===== config.mk =====
export PLATFORM = sky130hd
export DESIGN_NAME = regfile_write_ctrl_flat
export DESIGN_NICKNAME = d
export VERILOG_FILES = /design/src/rtl/regfile_write_ctrl_if.sv /design/src/rtl/regfile_write_ctrl.sv /design/src/flat_wrapper.sv
export SDC_FILE = /design/constraint.sdc
export NUM_CORES = 1
export LEC_CHECK = 0
export BUFFER_PORTS_ARGS = -buffer_cell sky130_fd_sc_hd__buf_4
export CORE_ASPECT_RATIO = 1.5
export CORE_MARGIN = 5
export CORE_UTILIZATION = 51
export DETAILED_ROUTE_END_ITERATION = 10
export PLACE_DENSITY = 0.77
export SLEW_MARGIN = 40
export SYNTH_ARGS = -nofsm -noshare
export SYNTH_HDL_FRONTEND = slang
export SYNTH_SLANG_ARGS = --single-unit

===== constraint.sdc =====
create_clock -name clk -period 1.9 [get_ports clk]
set_input_delay 0.095 -clock clk [delete_from_list [all_inputs] [get_ports clk]]
set_output_delay 0.095 -clock clk [all_outputs]
set_load 0.05 [all_outputs]

===== src/rtl/regfile_write_ctrl_if.sv =====
// Write-back request / register-file write bus for regfile_write_ctrl.
// master = WB stage and read-port side, slave = the write controller.
interface regfile_write_ctrl_if #(
  parameter int WIDTH = 64,
  parameter int DEPTH = 2
);
  localparam int CW = $clog2(DEPTH) + 1;

  logic             wr_valid;
  logic             wr_ready;
  logic [4:0]       wr_addr;
  logic [WIDTH-1:0] wr_data;
  logic             hold;
  logic [31:0]      reg_en;
  logic [WIDTH-1:0] reg_din;
  logic [4:0]       rd_addr;
  logic             fwd_hit;
  logic [WIDTH-1:0] fwd_data;
  logic [CW-1:0]    count;

  modport master (
    output wr_valid, wr_addr, wr_data, hold, rd_addr,
    input  wr_ready, reg_en, reg_din, fwd_hit, fwd_data, count
  );

  modport slave (
    input  wr_valid, wr_addr, wr_data, hold, rd_addr,
    output wr_ready, reg_en, reg_din, fwd_hit, fwd_data, count
  );
endinterface


===== src/rtl/regfile_write_ctrl.sv =====
// Register-file write controller: FIFO-buffered write-back requests drained as
// a registered one-hot write enable, with forwarding of pending writes.
module regfile_write_ctrl #(
  parameter int WIDTH = 64,
  parameter int DEPTH = 2
) (
  input  logic                 clk,
  input  logic                 reset,
  regfile_write_ctrl_if.slave  bus
);
  localparam int PW = $clog2(DEPTH);
  localparam int CW = PW + 1;

  logic [4:0]       r_addr [DEPTH];
  logic [WIDTH-1:0] r_data [DEPTH];
  logic [PW-1:0]    r_wptr;
  logic [PW-1:0]    r_rptr;
  logic [CW-1:0]    r_count;
  logic [31:0]      r_reg_en;
  logic [WIDTH-1:0] r_reg_din;
  logic [4:0]       r_out_addr;

  logic             w_ready;
  logic             w_push;
  logic             w_pop;
  logic [4:0]       w_head_addr;
  logic [PW-1:0]    w_idx;
  logic             w_fwd_hit;
  logic [WIDTH-1:0] w_fwd_data;

  assign w_ready     = (r_count < CW'(DEPTH));
  assign w_push      = bus.wr_valid && w_ready;
  assign w_pop       = (r_count != '0) && !bus.hold;
  assign w_head_addr = r_addr[r_rptr];

  always_ff @(posedge clk or negedge reset) begin
    if (!reset) begin
      for (int unsigned i = 0; i < DEPTH; i++) begin
        r_addr[i] <= '0;
        r_data[i] <= '0;
      end
      r_wptr     <= '0;
      r_rptr     <= '0;
      r_count    <= '0;
      r_reg_en   <= '0;
      r_reg_din  <= '0;
      r_out_addr <= '0;
    end else begin
      if (w_push) begin
        r_addr[r_wptr] <= bus.wr_addr;
        r_data[r_wptr] <= bus.wr_data;
        r_wptr         <= r_wptr + 1'b1;
      end
      if (w_pop) begin
        r_rptr     <= r_rptr + 1'b1;
        r_reg_en   <= (w_head_addr == 5'd31) ? '0 : (32'd1 << w_head_addr);
        r_reg_din  <= r_data[r_rptr];
        r_out_addr <= w_head_addr;
      end else begin
        r_reg_en <= '0;
      end
      case ({w_push, w_pop})
        2'b10:   r_count <= r_count + 1'b1;
        2'b01:   r_count <= r_count - 1'b1;
        default: r_count <= r_count;
      endcase
    end
  end

  // Walk oldest to youngest so the youngest match overwrites; output stage has lowest priority.
  always_comb begin
    w_fwd_hit  = 1'b0;
    w_fwd_data = '0;
    w_idx      = '0;
    if (bus.rd_addr != 5'd31) begin
      if ((r_reg_en != '0) && (r_out_addr == bus.rd_addr)) begin
        w_fwd_hit  = 1'b1;
        w_fwd_data = r_reg_din;
      end
      for (int unsigned k = 0; k < DEPTH; k++) begin
        w_idx = r_rptr + PW'(k);
        if ((CW'(k) < r_count) && (r_addr[w_idx] == bus.rd_addr)) begin
          w_fwd_hit  = 1'b1;
          w_fwd_data = r_data[w_idx];
        end
      end
    end
  end

  assign bus.wr_ready = w_ready;
  assign bus.reg_en   = r_reg_en;
  assign bus.reg_din  = r_reg_din;
  assign bus.fwd_hit  = w_fwd_hit;
  assign bus.fwd_data = w_fwd_data;
  assign bus.count    = r_count;
endmodule


===== src/flat_wrapper.sv =====
// flat-port wrapper written by rule: the top's interface ports become plain ports
module regfile_write_ctrl_flat 
#(
  parameter int WIDTH = 64,
  parameter int DEPTH = 2
)
  (clk, reset, bus_wr_valid, bus_wr_addr, bus_wr_data, bus_hold, bus_rd_addr, bus_wr_ready, bus_reg_en, bus_reg_din, bus_fwd_hit, bus_fwd_data, bus_count);
  regfile_write_ctrl_if #(.WIDTH(WIDTH), .DEPTH(DEPTH)) bus_i ();
  input  logic clk;
  input  logic reset;
  input wire logic [$bits(bus_i.wr_valid)-1:0] bus_wr_valid;
  input wire logic [$bits(bus_i.wr_addr)-1:0] bus_wr_addr;
  input wire logic [$bits(bus_i.wr_data)-1:0] bus_wr_data;
  input wire logic [$bits(bus_i.hold)-1:0] bus_hold;
  input wire logic [$bits(bus_i.rd_addr)-1:0] bus_rd_addr;
  output wire logic [$bits(bus_i.wr_ready)-1:0] bus_wr_ready;
  output wire logic [$bits(bus_i.reg_en)-1:0] bus_reg_en;
  output wire logic [$bits(bus_i.reg_din)-1:0] bus_reg_din;
  output wire logic [$bits(bus_i.fwd_hit)-1:0] bus_fwd_hit;
  output wire logic [$bits(bus_i.fwd_data)-1:0] bus_fwd_data;
  output wire logic [$bits(bus_i.count)-1:0] bus_count;
  assign bus_i.wr_valid = bus_wr_valid;
  assign bus_i.wr_addr = bus_wr_addr;
  assign bus_i.wr_data = bus_wr_data;
  assign bus_i.hold = bus_hold;
  assign bus_i.rd_addr = bus_rd_addr;
  assign bus_wr_ready = bus_i.wr_ready;
  assign bus_reg_en = bus_i.reg_en;
  assign bus_reg_din = bus_i.reg_din;
  assign bus_fwd_hit = bus_i.fwd_hit;
  assign bus_fwd_data = bus_i.fwd_data;
  assign bus_count = bus_i.count;
  regfile_write_ctrl #(.WIDTH(WIDTH), .DEPTH(DEPTH)) u_core (.clk(clk), .reset(reset), .bus(bus_i));
endmodule

==> metrics.txt, run 1 <==
syn nets 1127; leading area contributor after synthesis dfrtp_1; placed cell areas 16400 sq um; violated checks negative setup slack; Initial Util 0.516; Final Skew 9.28 ps; Clock Pin Slew Worst Setup and Hold Paths 60 ps; worst skew pair latency 510 ps; WL per Instance 21.7 um; fin crit share 1.63; critical path class reg2out; 1st-iter DRT viols 570; layout overhead on the synthesized area 49.8%; Die ar. 28000 sq um; library cells used by synthesis 39; setup TNS -74500 ps; count of port buffers added during placement 241; RePlAce Congestion 0.843; Final WS setup -1200 ps; TritonCTS Sinks 243; RSZ-0062 raised after global routing yes; Inserted Clock Buffers 24; Die Y 203 um; Req. time, crit path 1800 ps; CTS root buf clkbuf_16; Post-Route WL 39100 um; Yosys warnings 0; Worst Path Arrival 3010 ps; GRT overflow 0; Critical Path Fanout Max 13; Routed Antenna Nets 0; Lkg Pwr 8.37 nW; detailed-route via count 10300; Setup-failing EPs final 65; asr flop ratio synth 1.00; max-slew violation count 0; share of the synthesized area in the top cell type 0.482; TritonCTS clock tree done; CP Capture Type output port; number of global-route vias before repair 11200; Mapped Avg Cell Area 12.1 sq um; Clk network pwr share 0.152; Worst Setup Start Kind flip-flop; status complete, but fails checks; largest net degree at the start of global routing 80; # DRC 0; fillers 1424; DP HPWL 23700 um; CP cell instances buf_6 -> mux2i_1 -> xor2_1 -> nand4_1 -> nor4_4 -> buf_4 -> buf_12 -> buf_4 -> a221oi_2 -> a211oi_4 -> buf_6; flops & latches, synth 243; Worst path max stage delay 540 ps; vias per std cell 5.72; Fmax achieved 323 MHz; post-synthesis sequential area ratio 0.482; switching pwr 15.3 mW; Crit-path slowest cell dfrtp_4; total track usage 0.260; initial antenna violation count 2; final hold vios 0; Gate Count Post-Synth 1046; Combinational Power Share 0.560; minimum clock period 3100 ps; Int Pwr 18.5 mW; max-cap viol count 0; First-pass DRT Iterations 5; Clock Tree Buf Depth 3; sequential power share 0.288; Synth Cell Area 12600 sq um; Die W 138 um; nets@finish 1538; most area-consuming cells after synthesis dfrtp_1 (48%), mux2_2 (18%), nand2_1 (6.3%); Hold WC Path Type in2async; Post-synth EDFFs 0; top_reg_cell synth dfrtp_1; IO Count 242; Max H-tree Level 1; first-pass GRT wire length 60000 um; core region area 24400 sq um; Power Density 1790 nW/um^2; Core Rows 70; fraction of layout cells with a size suffix above 1 0.539; Peak supply drop 0.00125 V; Core Util, Final 0.773; Sw Share 0.452; Final Instance Area 18900 sq um
## layout make-up
class	count	area, sq um	area share
Inverter	5	35.0	0.00185
Clock inverter	10	154	0.00814
Timing Repair Buffer	466	4390	0.232
Tap cell	324	405	0.0214
Multi-Input combinational cell	717	7110	0.376
Sequential cell	243	6090	0.322
Antenna cell	2	5.00	0.000265
Clock buffer	34	709	0.0375
## layer usage
layer  wire (um)  track usage  up-vias  part of all wire
met2       21300        0.473      373              0.54
met5           0            0        -                 0
met3        1960       0.0467      117             0.050
li1            -            -     4569                 -
met4        1640        0.106        0             0.042
met1       14200        0.303     5242              0.36
## placed cells by master (no fill, tap or decap), types with 3 or more instances in the layout
cell type	synthesis	layout
nor4_1	8	8
dfrtp_1	243	241
a221oi_2	50	36
nand3_1	5	4
nand4_1	3	3
inv_1	4	3
buf_16	0	3
clkbuf_16	0	29
a211oi_4	0	64
mux2i_1	71	66
o21ai_0	8	7
buf_12	6	32
buf_4	1	309
dlygate4sd3_1	0	70
a221oi_1	14	5
clkinv_2	0	5
xnor2_1	10	8
a221oi_4	0	23
mux2i_2	2	5
bufinv_16	0	4
mux2i_4	1	3
buf_6	8	46
nor2_4	0	3
nand2_1	212	209
clkbuf_8	0	5
mux2_2	202	202
clkbuf_1	38	4
xor2_1	9	9
ha_4	0	3
nor2_1	40	36
## logic make-up (layout without fill, tap and decap cells)
family,after synthesis,count (layout),share of synthesized area
other cells,1,3,0.000297
flops,243,243,0.482
mux,276,276,0.241
fa+ha+maj,3,3,0.00298
buf+inv,86,515,0.0399
compound gates,142,142,0.134
simple gates,276,276,0.0875
xor+xnor,19,19,0.0132
## state kept, by name (all words and copies together), names as in the netlist
name,cells
u_core.r_data,128
u_core.bus.reg_din,64
u_core.bus.reg_en,32
u_core.r_addr,10
u_core.r_out_addr,5
u_core.bus.count,2
u_core.r_rptr,1
u_core.r_wptr,1
## power groups by stage
| stage | combinational [mW] | sequential, mW | clock [mW] |
|---|---|---|---|
| after floorplan | 10.7 | 11.5 | 0 |
| after global placement | 17.1 | 9.42 | 0 |
| after detailed placement | 17.4 | 9.57 | 0 |
| after CTS | 18.0 | 9.55 | 5.24 |
| after global routing | 20.0 | 9.98 | 5.47 |
| final | 18.9 | 9.73 | 5.15 |
## metrics by stage
step                hold WS [ps]  setup WS [ps]  std cells  power [mW]
CTS                         55.6          -1140       1765        32.8
global route                73.5          -1370       1801        35.5
finish                      53.1          -1200       1801        33.8
floorplan                   -201           -553       1046        22.2
detailed placement          5.38           -678       1647        27.0
global placement            2.88           -615       1647        26.5
## worst max-delay path: cells and delay by family, from the launching register on
family	cells	cell delay [ps]
muxes	1	210
DFF	1	540
and+or+nand+nor	2	400
buffers and inverters	5	820
AOI/OAI and AO/OA	2	300
xor gates and xnor gates	1	190
## cells in the mapped netlist, types with 13 or more instances
cell / number
buf_2: 15
nand2_1: 212
dfrtp_1: 243
a221oi_1: 14
mux2_2: 202
a211oi_1: 15
a211oi_2: 49
clkbuf_1: 38
a221oi_2: 50
nor2_1: 40
buf_1: 13
mux2i_1: 71
## final timing paths
path | slack, ps | to | from | cells past startpoint
worst max-delay path | -1200 | bus_fwd_data[7] | u_core.r_rptr | 11
max in group asynchronous | 1010 | u_core.bus.reg_en[5] | reset | 3
worst min register to register | 510 | u_core.r_out_addr[1] | u_core.r_out_addr[1] | 2
min in group clk | 80 | u_core.r_wptr | bus_wr_valid | 4
worst min-delay path | 50 | u_core.bus.reg_en[29] | reset | 2
worst max register to register | 60 | u_core.bus.reg_en[23] | u_core.r_rptr | 6
## repair_timing
action,4_1_cts,5_1_grt
hold endpoints to repair,381,0
gates resized for setup,44,51
setup endpoints to repair,66,99
buffers inserted,3,31
cloned,1,4
pin swaps,3,7
hold buffers,70,0
Note: power is estimated with default switching activity, not from simulation.
==> run 2, diff against run 1 <==
CELL_PAD_IN_SITES_DETAIL_PLACEMENT = 1   (was unset)
CELL_PAD_IN_SITES_GLOBAL_PLACEMENT = 1   (was unset)
CORE_UTILIZATION = 40   (was 51)
PLACE_DENSITY = unset   (was 0.77)
PLACE_DENSITY_LB_ADDON = 0.1   (was unset)
==> metrics.txt, run 2 (synthesis gave the netlist of run 1 again) <==
WL per Instance 22.3 um; worst skew pair latency 540 ps; largest reg by FF count u_core.r_data; # placed instances 1747; initial antenna violation count 1; Slew headroom 0.461; non-filler cells in the finished layout 1898; Peak supply drop 0.00101 V; Critical Path Fanout Max 8; DP HPWL 27500 um; detailed-route via count 10100; TritonCTS clock tree done; RePlAce Congestion 0.792; Die Y 227 um; layout overhead on the synthesized area 53.7%; Core Rows 79; Setup-failing EPs final 84; fin crit share 1.66; violated checks negative setup slack; placed cell areas 16700 sq um; First-pass DRT Iterations 4; Final Skew 18.8 ps; Inserted Clock Buffers 26; CTS root buf clkbuf_16; TritonCTS Sinks 243; max-slew violation count 0; Clock Pin Slew Worst Setup and Hold Paths 60 ps; leading cell types in the layout, fill and taps excluded buf_4 (279), dfrtp_1 (241), nand2_1 (207); Worst Path Arrival 3050 ps; Hold WC Path Type in2async; Power Density 1770 nW/um^2; Slew @ Worst Pin 809 ps; number of global-route vias before repair 11500; max FFs per register 128; 1st-iter DRT viols 212; Initial Util 0.405; fraction of layout cells with a size suffix above 1 0.542; most common cell after layout, fill and taps aside buf_4; Final Instance Area 19400 sq um; Final WS setup -1240 ps; Fmax achieved 318 MHz; RSZ-0062 raised after global routing yes; Clock Tree Buf Depth 3; Die ar. 35300 sq um; GRT overflow 0; minimum clock period 3140 ps; Lkg Pwr 8.53 nW; Worst Setup Start Kind flip-flop; max-cap viol count 0; total track usage 0.234; vias per std cell 5.32; CP Capture Type output port; Max H-tree Level 1; Req. time, crit path 1800 ps; final hold vios 0; # DRC 0; largest net degree at the start of global routing 69; first-pass GRT wire length 65300 um; IO Count 242; Die W 155 um; count of port buffers added during placement 241; Post-Route WL 42300 um; status complete, but fails checks; Routed Antenna Nets 0; fillers 3080; critical path class reg2out; core region area 31100 sq um; nets@finish 1555
## run 2: metrics by stage
stage	utilization	hold WS (ps)	setup slack, ps	total power, mW	setup TNS, ps
global placement	0.535	20.2	-617	27.0	-40040
finish	0.623	43.6	-1240	34.4	-75940
floorplan	-	-201	-553	22.2	-74000
detailed placement	0.535	20.0	-678	27.5	-43650
global route	0.623	60.8	-1360	36.2	-84730
CTS	0.614	37.1	-1220	34.0	-73780
## run 2: worst paths after layout
check	end	slack, ps	cells after the start	startpoint
worst max-delay path	bus_fwd_data[44]	-1240	11	u_core.r_rptr
worst min-delay path	u_core.r_data[16]	40	2	reset
worst max register to register	u_core.bus.reg_din[52]	-60	5	u_core.r_rptr
worst min register to register	u_core.r_out_addr[4]	510	2	u_core.r_out_addr[4]
max in group asynchronous	u_core.r_data[3]	1150	3	reset
min in group clk	u_core.r_wptr	60	4	bus_wr_valid
## run 2: per-layer routing
metal | vias up | GRT usage | wire [um]
li1 | 4565 | - | -
met1 | 5223 | 0.268 | 15900
met2 | 240 | 0.441 | 23400
met3 | 78 | 0.0314 | 1640
met4 | 0 | 0.0844 | 1260
met5 | - | 0 | 0
## run 2: where the power goes
part,internal (mW),switching (mW),leakage (nW)
combinational,8.16,11.2,5.10
sequential,7.54,2.09,2.98
clock,3.22,2.16,0.446
## run 2: cell type report
class | count | area [sq um] | share of cell area
diodes | 1 | 2.50 | 0.000129
clock buffers | 37 | 773 | 0.0399
clock inverters | 9 | 120 | 0.00620
inverters | 5 | 35.0 | 0.00181
multi-input cells | 717 | 7050 | 0.364
flip-flops and latches | 243 | 6090 | 0.314
well taps | 405 | 507 | 0.0261
repair buffers | 481 | 4810 | 0.248
## run 2: repair_timing
action                                  in CTS  in global routing
gates cloned                                 5                  3
endpoints found under the setup margin     117                 97
gates resized for setup                    107                 34
hold endpoints to repair                   381                  0
pin swaps                                    5                  9
setup buffers                               18                  9
hold buffers                                70                  0
## run 2: critical path, cell delays in order (launching register included)
cell and delay [ps]:
dfrtp_4 500, buf_6 150, mux2i_4 190, xnor2_2 150, nor4_2 290, buf_4 170, and2_4 190, buf_12 170
buf_12 150, a221oi_2 100, a211oi_4 240, buf_6 200
